`src/rtl/sdram_pkg.sv`:
```
// ============================================================================
//  Module      : sdram_pkg
//  Description : Shared constants and types for sdram_bus clients.
//  Revision    : 1.0 - initial release
// ============================================================================
`default_nettype none

package sdram_pkg;

    localparam int SDRAM_ADDR_BITS = 22;
    localparam int SDRAM_DATA_BITS = 16;

    // Write mask value meaning "no byte lanes"; reads hold wm here.
    localparam logic [1:0] WM_NONE = 2'b11;

    typedef enum logic [2:0] {
        ST_IDLE     = 3'd0,
        ST_ISSUE    = 3'd1,
        ST_WAIT     = 3'd2,
        ST_FINISH   = 3'd3,
        ST_ABORTING = 3'd4
    } reader_state_t;

endpackage

`default_nettype wire

```
`src/rtl/sdram_bus.sv`:
```
// ============================================================================
//  Module      : sdram_bus
//  Description : Toggle-handshake single-word channel to the SDRAM
//                controller. A request is pending while req != ack.
//  Revision    : 1.0 - initial release
// ============================================================================
`default_nettype none

interface sdram_bus;
    import sdram_pkg::*;

    logic                        req;
    logic                        ack;
    logic                        we;
    logic [1:0]                  wm;
    logic [SDRAM_ADDR_BITS-1:0]  address;
    logic [SDRAM_DATA_BITS-1:0]  data_write;
    logic [SDRAM_DATA_BITS-1:0]  data_read;

    // Initiator side (the client driving requests).
    modport controller (
        output req, address, data_write, we, wm,
        input  ack, data_read
    );

    // Memory-controller side.
    modport memory (
        input  req, address, data_write, we, wm,
        output ack, data_read
    );

endinterface

`default_nettype wire

```
`src/rtl/sync_fifo.sv`:
```
// ============================================================================
//  Module      : sync_fifo
//  Description : Single-clock FIFO with simultaneous push/pop and flush.
//                Head word is read straight from the storage registers.
//  Revision    : 1.0 - initial release
// ============================================================================
`default_nettype none

module sync_fifo #(
    parameter int WIDTH = 16,
    parameter int DEPTH = 4
) (
    input  logic                         clk,
    input  logic                         rst_n,
    input  logic                         i_push,
    input  logic [WIDTH-1:0]             i_push_data,
    input  logic                         i_pop,
    input  logic                         i_flush,
    output logic [WIDTH-1:0]             o_head,
    output logic [$clog2(DEPTH):0]       o_count,
    output logic                         o_empty,
    output logic                         o_full
);

    localparam int c_PTR_W = $clog2(DEPTH);
    localparam int c_CNT_W = c_PTR_W + 1;

    logic [WIDTH-1:0]   r_mem [DEPTH];
    logic [c_PTR_W-1:0] r_wr_ptr;
    logic [c_PTR_W-1:0] r_rd_ptr;
    logic [c_CNT_W-1:0] r_count;
    logic               w_do_push;
    logic               w_do_pop;

    assign o_empty   = (r_count == '0);
    assign o_full    = (r_count == c_CNT_W'(DEPTH));
    assign w_do_pop  = i_pop & ~o_empty;
    // A push into a full FIFO is accepted only when a pop frees a slot.
    assign w_do_push = i_push & (~o_full | w_do_pop);

    // Storage write port
    always_ff @(posedge clk or negedge rst_n) begin
        if (!rst_n) begin
            for (int i = 0; i < DEPTH; i++) begin
                r_mem[i] <= '0;
            end
        end else if (w_do_push && !i_flush) begin
            r_mem[r_wr_ptr] <= i_push_data;
        end
    end

    // Pointer and occupancy tracking; flush wins over push/pop
    always_ff @(posedge clk or negedge rst_n) begin
        if (!rst_n) begin
            r_wr_ptr <= '0;
            r_rd_ptr <= '0;
            r_count  <= '0;
        end else if (i_flush) begin
            r_wr_ptr <= '0;
            r_rd_ptr <= '0;
            r_count  <= '0;
        end else begin
            if (w_do_push) begin
                r_wr_ptr <= r_wr_ptr + c_PTR_W'(1);
            end
            if (w_do_pop) begin
                r_rd_ptr <= r_rd_ptr + c_PTR_W'(1);
            end
            if (w_do_push && !w_do_pop) begin
                r_count <= r_count + c_CNT_W'(1);
            end else if (!w_do_push && w_do_pop) begin
                r_count <= r_count - c_CNT_W'(1);
            end
        end
    end

    assign o_head  = r_mem[r_rd_ptr];
    assign o_count = r_count;

endmodule

`default_nettype wire

```
`src/rtl/sdram_stream_reader.sv`:
```
// ============================================================================
//  Module      : sdram_stream_reader
//  Description : Turns a "read N words from address A" command into a series
//                of single-word toggle-handshake reads on sdram_bus, buffers
//                the returned words in a prefetch FIFO and streams them out
//                over valid/ready. One request outstanding at most.
//  Options     : SDRAM_STREAM_READER_CHECKSUM_EN adds a 16-bit XOR checksum
//                output over every streamed word.
//  Revision    : 1.0 - initial release
// ============================================================================
`default_nettype none

module sdram_stream_reader
    import sdram_pkg::*;
#(
    parameter int ADDR_BITS  = SDRAM_ADDR_BITS,
    parameter int LEN_BITS   = 16,
    parameter int FIFO_DEPTH = 4
) (
    input  logic                 clk,
    input  logic                 reset_n,
    input  logic                 start,
    input  logic [ADDR_BITS-1:0] start_addr,
    input  logic [LEN_BITS-1:0]  length,
    input  logic                 abort,
    output logic                 busy,
    output logic                 done,
    output logic [15:0]          out_data,
    output logic                 out_valid,
    input  logic                 out_ready,
`ifdef SDRAM_STREAM_READER_CHECKSUM_EN
    output logic [15:0]          checksum,
`endif
    sdram_bus.controller         mem
);

    localparam int                c_CNT_W = $clog2(FIFO_DEPTH) + 1;
    localparam logic [c_CNT_W:0]  c_DEPTH = (c_CNT_W + 1)'(FIFO_DEPTH);

    reader_state_t        r_state;
    reader_state_t        w_next_state;
    logic [ADDR_BITS-1:0] r_addr;
    logic [ADDR_BITS-1:0] r_mem_addr;
    logic [LEN_BITS-1:0]  r_remaining;
    logic                 r_req;
    logic                 r_busy;
    logic                 r_done;

    logic                 w_ack_match;
    logic                 w_inflight;
    logic                 w_credit;
    logic [c_CNT_W:0]     w_occupancy;
    logic                 w_accept;
    logic                 w_issue;
    logic                 w_push;
    logic                 w_pop;
    logic                 w_flush;
    logic                 w_done_set;
    logic [c_CNT_W-1:0]   w_fifo_count;
    logic                 w_fifo_empty;
    logic                 w_fifo_full;

    assign w_ack_match = (mem.ack == r_req);
    assign w_inflight  = ~w_ack_match;
    // Words in the FIFO plus the one possibly on the way must leave a free
    // slot, so a returning word always has somewhere to land.
    assign w_occupancy = {1'b0, w_fifo_count} + {{c_CNT_W{1'b0}}, w_inflight};
    assign w_credit    = (w_occupancy < c_DEPTH) & ~w_fifo_full;
    assign w_pop       = ~w_fifo_empty & out_ready;

    // State register
    always_ff @(posedge clk or negedge reset_n) begin
        if (!reset_n) begin
            r_state <= ST_IDLE;
        end else begin
            r_state <= w_next_state;
        end
    end

    // Next-state and per-cycle control decode
    always_comb begin
        w_next_state = r_state;
        w_accept     = 1'b0;
        w_issue      = 1'b0;
        w_push       = 1'b0;
        w_flush      = 1'b0;
        w_done_set   = 1'b0;
        case (r_state)
            ST_IDLE: begin
                if (start) begin
                    if (length != '0) begin
                        w_accept     = 1'b1;
                        w_next_state = ST_ISSUE;
                    end else begin
                        w_done_set   = 1'b1;
                    end
                end
            end
            ST_ISSUE: begin
                if (abort) begin
                    w_flush      = 1'b1;
                    w_next_state = ST_ABORTING;
                end else if (w_credit) begin
                    w_issue      = 1'b1;
                    w_next_state = ST_WAIT;
                end
            end
            ST_WAIT: begin
                if (abort) begin
                    w_flush      = 1'b1;
                    w_next_state = ST_ABORTING;
                end else if (w_ack_match) begin
                    w_push       = 1'b1;
                    w_next_state = (r_remaining == '0) ? ST_FINISH : ST_ISSUE;
                end
            end
            ST_FINISH: begin
                if (abort) begin
                    w_flush      = 1'b1;
                    w_next_state = ST_ABORTING;
                end else if (w_fifo_empty) begin
                    w_done_set   = 1'b1;
                    w_next_state = ST_IDLE;
                end
            end
            ST_ABORTING: begin
                // Keep the FIFO clear while the last pending word drains.
                w_flush = 1'b1;
                if (w_ack_match) begin
                    w_done_set   = 1'b1;
                    w_next_state = ST_IDLE;
                end
            end
            default: begin
                w_next_state = ST_IDLE;
            end
        endcase
    end

    // Command datapath: address/length tracking, request toggle, status flags
    always_ff @(posedge clk or negedge reset_n) begin
        if (!reset_n) begin
            r_addr      <= '0;
            r_mem_addr  <= '0;
            r_remaining <= '0;
            r_req       <= 1'b0;
            r_busy      <= 1'b0;
            r_done      <= 1'b0;
        end else begin
            r_done <= w_done_set;
            if (w_accept) begin
                r_addr      <= start_addr;
                r_remaining <= length;
                r_busy      <= 1'b1;
            end
            if (w_issue) begin
                // The bus address is a separate register so it stays frozen
                // for the whole pending request while r_addr moves ahead.
                r_mem_addr  <= r_addr;
                r_req       <= ~r_req;
                r_addr      <= r_addr + ADDR_BITS'(1);
                r_remaining <= r_remaining - LEN_BITS'(1);
            end
            if (w_done_set) begin
                r_busy <= 1'b0;
            end
        end
    end

    sync_fifo #(
        .WIDTH (16),
        .DEPTH (FIFO_DEPTH)
    ) u_prefetch (
        .clk         (clk),
        .rst_n       (reset_n),
        .i_push      (w_push),
        .i_push_data (mem.data_read),
        .i_pop       (w_pop),
        .i_flush     (w_flush),
        .o_head      (out_data),
        .o_count     (w_fifo_count),
        .o_empty     (w_fifo_empty),
        .o_full      (w_fifo_full)
    );

`ifdef SDRAM_STREAM_READER_CHECKSUM_EN
    logic [15:0] r_checksum;
    logic        r_ck_frozen;

    // XOR of every streamed word; frozen from the cycle abort is seen
    always_ff @(posedge clk or negedge reset_n) begin
        if (!reset_n) begin
            r_checksum  <= '0;
            r_ck_frozen <= 1'b0;
        end else if (w_accept) begin
            r_checksum  <= '0;
            r_ck_frozen <= 1'b0;
        end else if (abort && (r_state != ST_IDLE)) begin
            r_ck_frozen <= 1'b1;
        end else if (w_pop && !r_ck_frozen) begin
            r_checksum  <= r_checksum ^ out_data;
        end
    end

    assign checksum = r_checksum;
`endif

    assign mem.req        = r_req;
    assign mem.address    = SDRAM_ADDR_BITS'(r_mem_addr);
    assign mem.we         = 1'b0;
    assign mem.wm         = WM_NONE;
    assign mem.data_write = '0;

    assign busy      = r_busy;
    assign done      = r_done;
    assign out_valid = ~w_fifo_empty;

endmodule

`default_nettype wire

```
`src/flat_wrapper.sv`:
```
// flat-port wrapper written by rule: the top's interface ports become plain ports
module sdram_stream_reader_flat import sdram_pkg::*;
#(
    parameter int ADDR_BITS  = SDRAM_ADDR_BITS,
    parameter int LEN_BITS   = 16,
    parameter int FIFO_DEPTH = 4
)
  (clk, reset_n, start, start_addr, length, abort, busy, done, out_data, out_valid, out_ready, mem_req, mem_address, mem_data_write, mem_we, mem_wm, mem_ack, mem_data_read);
  sdram_bus mem_i ();
  input  logic clk;
  input  logic reset_n;
  input  logic start;
  input  logic [ADDR_BITS-1:0] start_addr;
  input  logic [LEN_BITS-1:0] length;
  input  logic abort;
  output logic busy;
  output logic done;
  output logic [15:0] out_data;
  output logic out_valid;
  input  logic out_ready;
  output wire logic [$bits(mem_i.req)-1:0] mem_req;
  output wire logic [$bits(mem_i.address)-1:0] mem_address;
  output wire logic [$bits(mem_i.data_write)-1:0] mem_data_write;
  output wire logic [$bits(mem_i.we)-1:0] mem_we;
  output wire logic [$bits(mem_i.wm)-1:0] mem_wm;
  input wire logic [$bits(mem_i.ack)-1:0] mem_ack;
  input wire logic [$bits(mem_i.data_read)-1:0] mem_data_read;
  assign mem_req = mem_i.req;
  assign mem_address = mem_i.address;
  assign mem_data_write = mem_i.data_write;
  assign mem_we = mem_i.we;
  assign mem_wm = mem_i.wm;
  assign mem_i.ack = mem_ack;
  assign mem_i.data_read = mem_data_read;
  sdram_stream_reader #(.ADDR_BITS(ADDR_BITS), .LEN_BITS(LEN_BITS), .FIFO_DEPTH(FIFO_DEPTH)) u_core (.clk(clk), .reset_n(reset_n), .start(start), .start_addr(start_addr), .length(length), .abort(abort), .busy(busy), .done(done), .out_data(out_data), .out_valid(out_valid), .out_ready(out_ready), .mem(mem_i));
endmodule
```
`config.mk`:
```
export PLATFORM = sky130hd
export DESIGN_NAME = sdram_stream_reader_flat
export DESIGN_NICKNAME = d
export VERILOG_FILES = /design/src/rtl/sdram_pkg.sv /design/src/rtl/sdram_bus.sv /design/src/rtl/sync_fifo.sv /design/src/rtl/sdram_stream_reader.sv /design/src/flat_wrapper.sv
export SDC_FILE = /design/constraint.sdc
export NUM_CORES = 1
export LEC_CHECK = 0
export ABC_AREA = 0
export CORE_MARGIN = 5
export CORE_UTILIZATION = 45
export CTS_BUF_LIST = sky130_fd_sc_hd__clkbuf_4
export CTS_CLUSTER_DIAMETER = 40
export DETAILED_ROUTE_END_ITERATION = 10
export GPL_TIMING_DRIVEN = 0
export PLACE_DENSITY_LB_ADDON = 0.12
export SLEW_MARGIN = 10
export SYNTH_ARGS = -nofsm -noshare
export SYNTH_HDL_FRONTEND = slang
export SYNTH_SLANG_ARGS = --single-unit
```
`constraint.sdc`:
```
create_clock -name clk -period 2.9 [get_ports clk]
set_input_delay 0.29 -clock clk [delete_from_list [all_inputs] [get_ports clk]]
set_output_delay 0.29 -clock clk [all_outputs]
set_load 0.05 [all_outputs]
```
== Word level (Yosys, flattened, before mapping) ==
Index checks and enable logic that the tools add are counted.

* Register bits: 137
* Output and inout port bits: 61

* Add/subtract/negate cells: 7
* $lt $le $gt $ge: 4
* Equality and inequality tests: 12
* Mux-type cells: 46
* Bitwise gates (word level): 11
* Reductions and logical operators: 18

{| class="wikitable"
|+ Operators by type and width
! kind !! number
|-
| $mux W16 || 5
|-
| $bwmux W64 || 1
|-
| $mux W22 || 2
|-
| $mux W3 || 12
|-
| $bmux W16 S2 || 1
|-
| $demux W16 S2 || 1
|-
| $add A22 B1 Y22 const B || 1
|-
| $logic_not A16 Y1 || 1
|-
| $mux W1 || 16
|-
| $reduce_bool A16 Y1 || 1
|-
| $sub A16 B1 Y16 const B || 1
|-
| $pmux W3 S5 || 1
|-
| $mux W2 || 5
|-
| $ne A3 B2 Y1 const B || 3
|-
| $reduce_bool A2 Y1 || 4
|-
| $eq A3 B2 Y1 const B || 2
|-
| $eq A3 B3 Y1 const B || 2
|-
| $ge A3 B3 Y1 const B || 2
|-
| $logic_not A3 Y1 || 2
|-
| $not A2 Y3 || 2
|-
| $reduce_and A6 Y1 || 1
|-
| $add A2 B1 Y2 const B || 2
|-
| $add A3 B1 Y4 || 1
|-
| $and A1 B1 Y1 || 4
|-
| 16 further kinds || 25
|}

== Longest topological paths before layout ==
* Depth in word-level cells: 11
* Depth in mapped cells: 9
* Mapped depth without buffers: 8

== Hierarchy ==
Synthesis repeated with hierarchy kept, for this count alone.

* Cell total of the unflattened synthesis: 630
* Area total of the unflattened synthesis: 7,129.3 um^2

{| class="wikitable"
|+ By module, submodules not included
! module !! times used !! cells each !! area an instance (um^2) !! seq. area each (um^2)
|-
| sdram_stream_reader || 1 || 410 || 3,648.5 || 1,651.6
|-
| sync_fifo || 1 || 220 || 3,480.8 || 1,776.7
|}

== Least setup slack after synthesis ==
No wires, ideal clock.

* Kind: flip-flop to flip-flop
* From: register u_core.r_req (netlist: u_core.mem.req)
* To: register u_core.u_prefetch.r_count[2] (netlist: u_core.u_prefetch.o_count[2])
* Arrival: 2.601 ns
* Data required time: 2.773 ns
* Slack: 0.172 ns
* Cell stages (with the launch flop): 8
* Clock period less this slack: 2.728 ns
* Cells stage by stage: dfrtp_1 xor2_1 a311oi_4 and2_2 fa_1 or3_1 a32oi_1 a21oi_1

* Longest elaborated chain between the ends: 8

{| class="wikitable"
|+ RTL lines
! what !! line !! source
|-
| start: declaration || sdram_stream_reader.sv:45 || <nowiki>logic r_req;</nowiki>
|-
| start signal: assignment || sdram_stream_reader.sv:160 || <nowiki>r_req <= ~r_req;</nowiki>
|-
| $eq A1 B1 Y1 (*) || sdram_stream_reader.sv:63 || <nowiki>assign w_ack_match = (mem.ack == r_req);</nowiki>
|-
| $mux W1 (*) || sdram_stream_reader.sv:112 || <nowiki>end else if (w_ack_match) begin</nowiki>
|-
| $mux W1 (*) || sdram_stream_reader.sv:109 || <nowiki>if (abort) begin</nowiki>
|-
| $mux W1 (*) || sdram_stream_reader.sv:88 || <nowiki>case (r_state)</nowiki>
|-
| $and A1 B1 Y1 (*) || sync_fifo.sv:39 || <nowiki>assign w_do_push = i_push & (~o_full | w_do_pop);</nowiki>
|-
| $logic_and A1 B1 Y1 or $logic_not A1 Y1 (tied branches) || sync_fifo.sv:69, sync_fifo.sv:71 ||
|-
| $mux W3 or $logic_and A1 B1 Y1 (tied branches) || sync_fifo.sv:69, sync_fifo.sv:71 ||
|-
| $mux W3 or $reduce_bool A3 Y1 (tied branches) || n/a ||
|-
| end signal: assignment || sync_fifo.sv:70 || <nowiki>r_count <= r_count + c_CNT_W'(1);</nowiki>
|-
| end signal: assignment || sync_fifo.sv:72 || <nowiki>r_count <= r_count - c_CNT_W'(1);</nowiki>
|-
| end: declaration || sync_fifo.sv:31 || <nowiki>logic [c_CNT_W-1:0] r_count;</nowiki>
|}

Every way passes the cells marked *; elsewhere a longest branch is shown, timed or not.
A chain may end at the register's enable or synchronous reset.

== Worst setup path in the final report ==
Ends and elaborated chain as after synthesis.

==> results.tsv <==
stage	metric	value	unit
placement	placed instance area	8220	sq um
clock_tree	Clock Sinks	137	
synth	yosys warns	0	
placement	port buffer count	101	
timing	Max Slew Vio Count	0	
timing	post-layout min period	2770	ps
job	max-cap check violation count	0	
routing	DR iter-0 viols	380	
timing	total negative slack	0	ps
synth	most frequent cell after synthesis	dfrtp_1	
layout	cell area after layout	8520	sq um
clock_tree	Post-CTS Setup Inserts	0	
synth	top-area cell type share of the netlist area	0.498	
power	leak pwr	3.78	nW
layout	Final nets	841	
clock_tree	CTS Buffer Depth	2	
critical_path	Max Fanout on Critical Path	9	
synth	Post-synth ARST share	1.00	
critical_path	CP required	3320	ps
die	die footprint	17900	sq um
clock_tree	Skew-Pair Late Insertion Delay	550	ps
synth	Synth cell types	59	
clock_tree	H-Tree Depth	4	
global_routing	total grt overflow	0	
synth	Post-synth top cells	dfrtp_1, nand2_1, mux2_2	
synth	ys flop type	dfrtp_1	
timing	unrepaired setup endpoints after global routing	no	
timing	Worst Max-Slew Pin Slew	760	ps
clock_tree	CTS clk-pin slew, worst paths	120	ps
timing	Final WS setup	125	ps
global_routing	Total GRT Usage	0.204	
global_routing	largest net degree at the start of global routing	79	
global_routing	global-route wire length before repair	28800	um
routing	DRC errors left	0	
routing	vias after detailed routing	5490	
global_routing	number of global-route vias before repair	5578	
critical_path	Setup crit end kind	flip-flop	
routing	drt wl/cell	18.3	um
timing	slew margin rel.	0.489	
routing	final WL	17800	um
placement	routability-driven placement congestion ratio	0.879	
power	total power	0.00849	W
routing	Routed Antenna Nets	0	
critical_path	CP arrival	3200	ps
status	outcome	finished clean	
timing	Final Hold Viols	0	
routing	DRT Pass-1 Iters	5	
placement	dpl ws	-180	ps
die	Die X	134	um
routing	routed vias/inst	5.64	
timing	Max Freq	360	MHz
clock_tree	cts bufs inserted	17	
layout	Fillers	1378	
layout	share of layout cells above drive strength 1	0.215	
power	maximum VDD drop	0.542	mV
clock_tree	CTS tree	done	
synth	Mapped Area	6880	sq um
synth	top cells by area, synth	dfrtp_1, mux2_2, mux4_2	
synth	sequential area share after synthesis	0.498	
layout	Layout Area Growth over Synthesis	23.8	%
die	# IOs	121	
die	DIE HEIGHT	134	um
critical_path	Crit Path Class	flip-flop to flip-flop	
min_path	worst min path class	primary input to asynchronous set/reset pin	
global_routing	initial antenna violation count	0	
layout	Multi-input gate area	3150	sq um
critical_path	critical path launch point type	flip-flop	
power	PwrDens	997	nW/um^2
synth	cell accounting for the most synthesized area	dfrtp_1	
die	row count	45	
die	Initial Util	0.456	
synth	Post-Syn Instances	636	
placement	hpwl dp	12600	um
timing	clk_skew	24.0	ps
timing	Final setup violation count	0	
synth	Syn Area/Cell	10.8	sq um
timing	period utilisation layout	0.957	
clock_tree	clock root buffer	clkbuf_4	
die	Core ar.	15100	sq um
layout	register area	3430	sq um
timing	WHS	278	ps
synth	Yosys reg bits	137	
synth	Post-synth EDFFs	0	
layout	Diodes inserted	0	
## state kept, by name (all words and copies together) (netlist names)
name                        cells
u_core.busy                     1
u_core.done                     1
u_core.mem.address             22
u_core.mem.req                  1
u_core.r_addr                  22
u_core.r_remaining             16
u_core.r_state                  3
u_core.u_prefetch.o_count       3
u_core.u_prefetch.r_mem        64
u_core.u_prefetch.r_rd_ptr      2
u_core.u_prefetch.r_wr_ptr      2
## report_power, final
group	total [W]	switching [W]	internal, W
Combinational	0.00404	0.00252	0.00152
Sequential	0.00312	0.000562	0.00255
Clock	0.00133	0.000722	0.000609
Total	0.00849	0.00381	0.00468
## cells in the final DEF, fill, tap and decap left out, types with 6 or more instances in the layout
cell	instances
nor4_1	12
conb_1	19
a211oi_1	8
clkdlybuf4s50_1	91
buf_2	9
nand3_1	22
mux4_2	16
o211ai_1	7
dfrtp_1	136
nor3_1	13
clkbuf_4	19
a21oi_1	29
dlygate4sd2_1	9
o21ai_0	20
inv_1	12
nand4_1	10
mux2_2	64
a31oi_1	6
nand2_1	95
nor2_1	43
clkbuf_1	16
and3_1	6
buf_4	21
ha_1	7
a311oi_1	7
## kinds of logic (layout without fill, tap and decap cells)
group                      Yosys count  in the layout  share of synthesized area
adders and majority gates            8              8                     0.0156
buffers and inverters               67            200                     0.0537
other                                2             19                    0.00109
xor gates and xnor gates             7              7                    0.00891
DFF                                137            137                      0.498
AOI/OAI and AO/OA                  104            104                      0.103
muxes                               82             82                      0.162
and+or+nand+nor                    229            229                      0.158
## worst max-delay path, cell delays in order, from the launching register on
cell	delay, ps
dfrtp_1	450
xor2_1	620
a311oi_4	190
and2_2	270
fa_1	430
or3_1	390
a32oi_1	210
a21oi_1	90
## layer usage
| metal | track usage | wire (um) |
|---|---|---|
| met4 | 0.0634 | 252 |
| met1 | 0.262 | 7560 |
| met5 | 0 | 0 |
| met3 | 0.0446 | 1180 |
| met2 | 0.346 | 8840 |
## cell type report
cell class	count	share of cell area
Clock inverter	13	0.0181
Multi-Input combinational cell	449	0.370
Inverter	12	0.00529
Clock buffer	19	0.0167
Timing Repair Buffer	103	0.122
Tap cell	188	0.0276
Buffer	53	0.0376
Sequential cell	137	0.403
## final timing paths
check | cells after the start | end | from | slack (ps)
setup reg to reg | 7 | u_core.u_prefetch.o_count[2]$_DFFE_PN0P_ | u_core.mem.req$_DFFE_PN0P_ | 130
setup / recovery | 7 | u_core.u_prefetch.o_count[2]$_DFFE_PN0P_ | u_core.mem.req$_DFFE_PN0P_ | 130
hold / removal | 2 | u_core.u_prefetch.r_mem[1]$_DFFE_PN0P_ | reset_n | 280
hold reg to reg | 2 | u_core.mem.address[14]$_DFFE_PN0P_ | u_core.mem.address[14]$_DFFE_PN0P_ | 490
max in group asynchronous | 3 | u_core.u_prefetch.r_rd_ptr[0]$_DFFE_PN0P_ | reset_n | 1830
min in group clk | 3 | u_core.r_addr[17]$_DFFE_PN0P_ | start_addr[17] | 310
## stage by stage
stage               utilization  instances
floorplan                     -        653
global route              0.564        974
detailed placement        0.545        943
CTS                       0.564        974
finish                    0.564        974
global placement          0.543        942
## repair_timing
action	CTS	global route
hold buffers	1	0
gates resized for setup	12	1
hold endpoints to repair	59	0
setup endpoints to repair	16	1
Power figures use the tool's default switching activity.
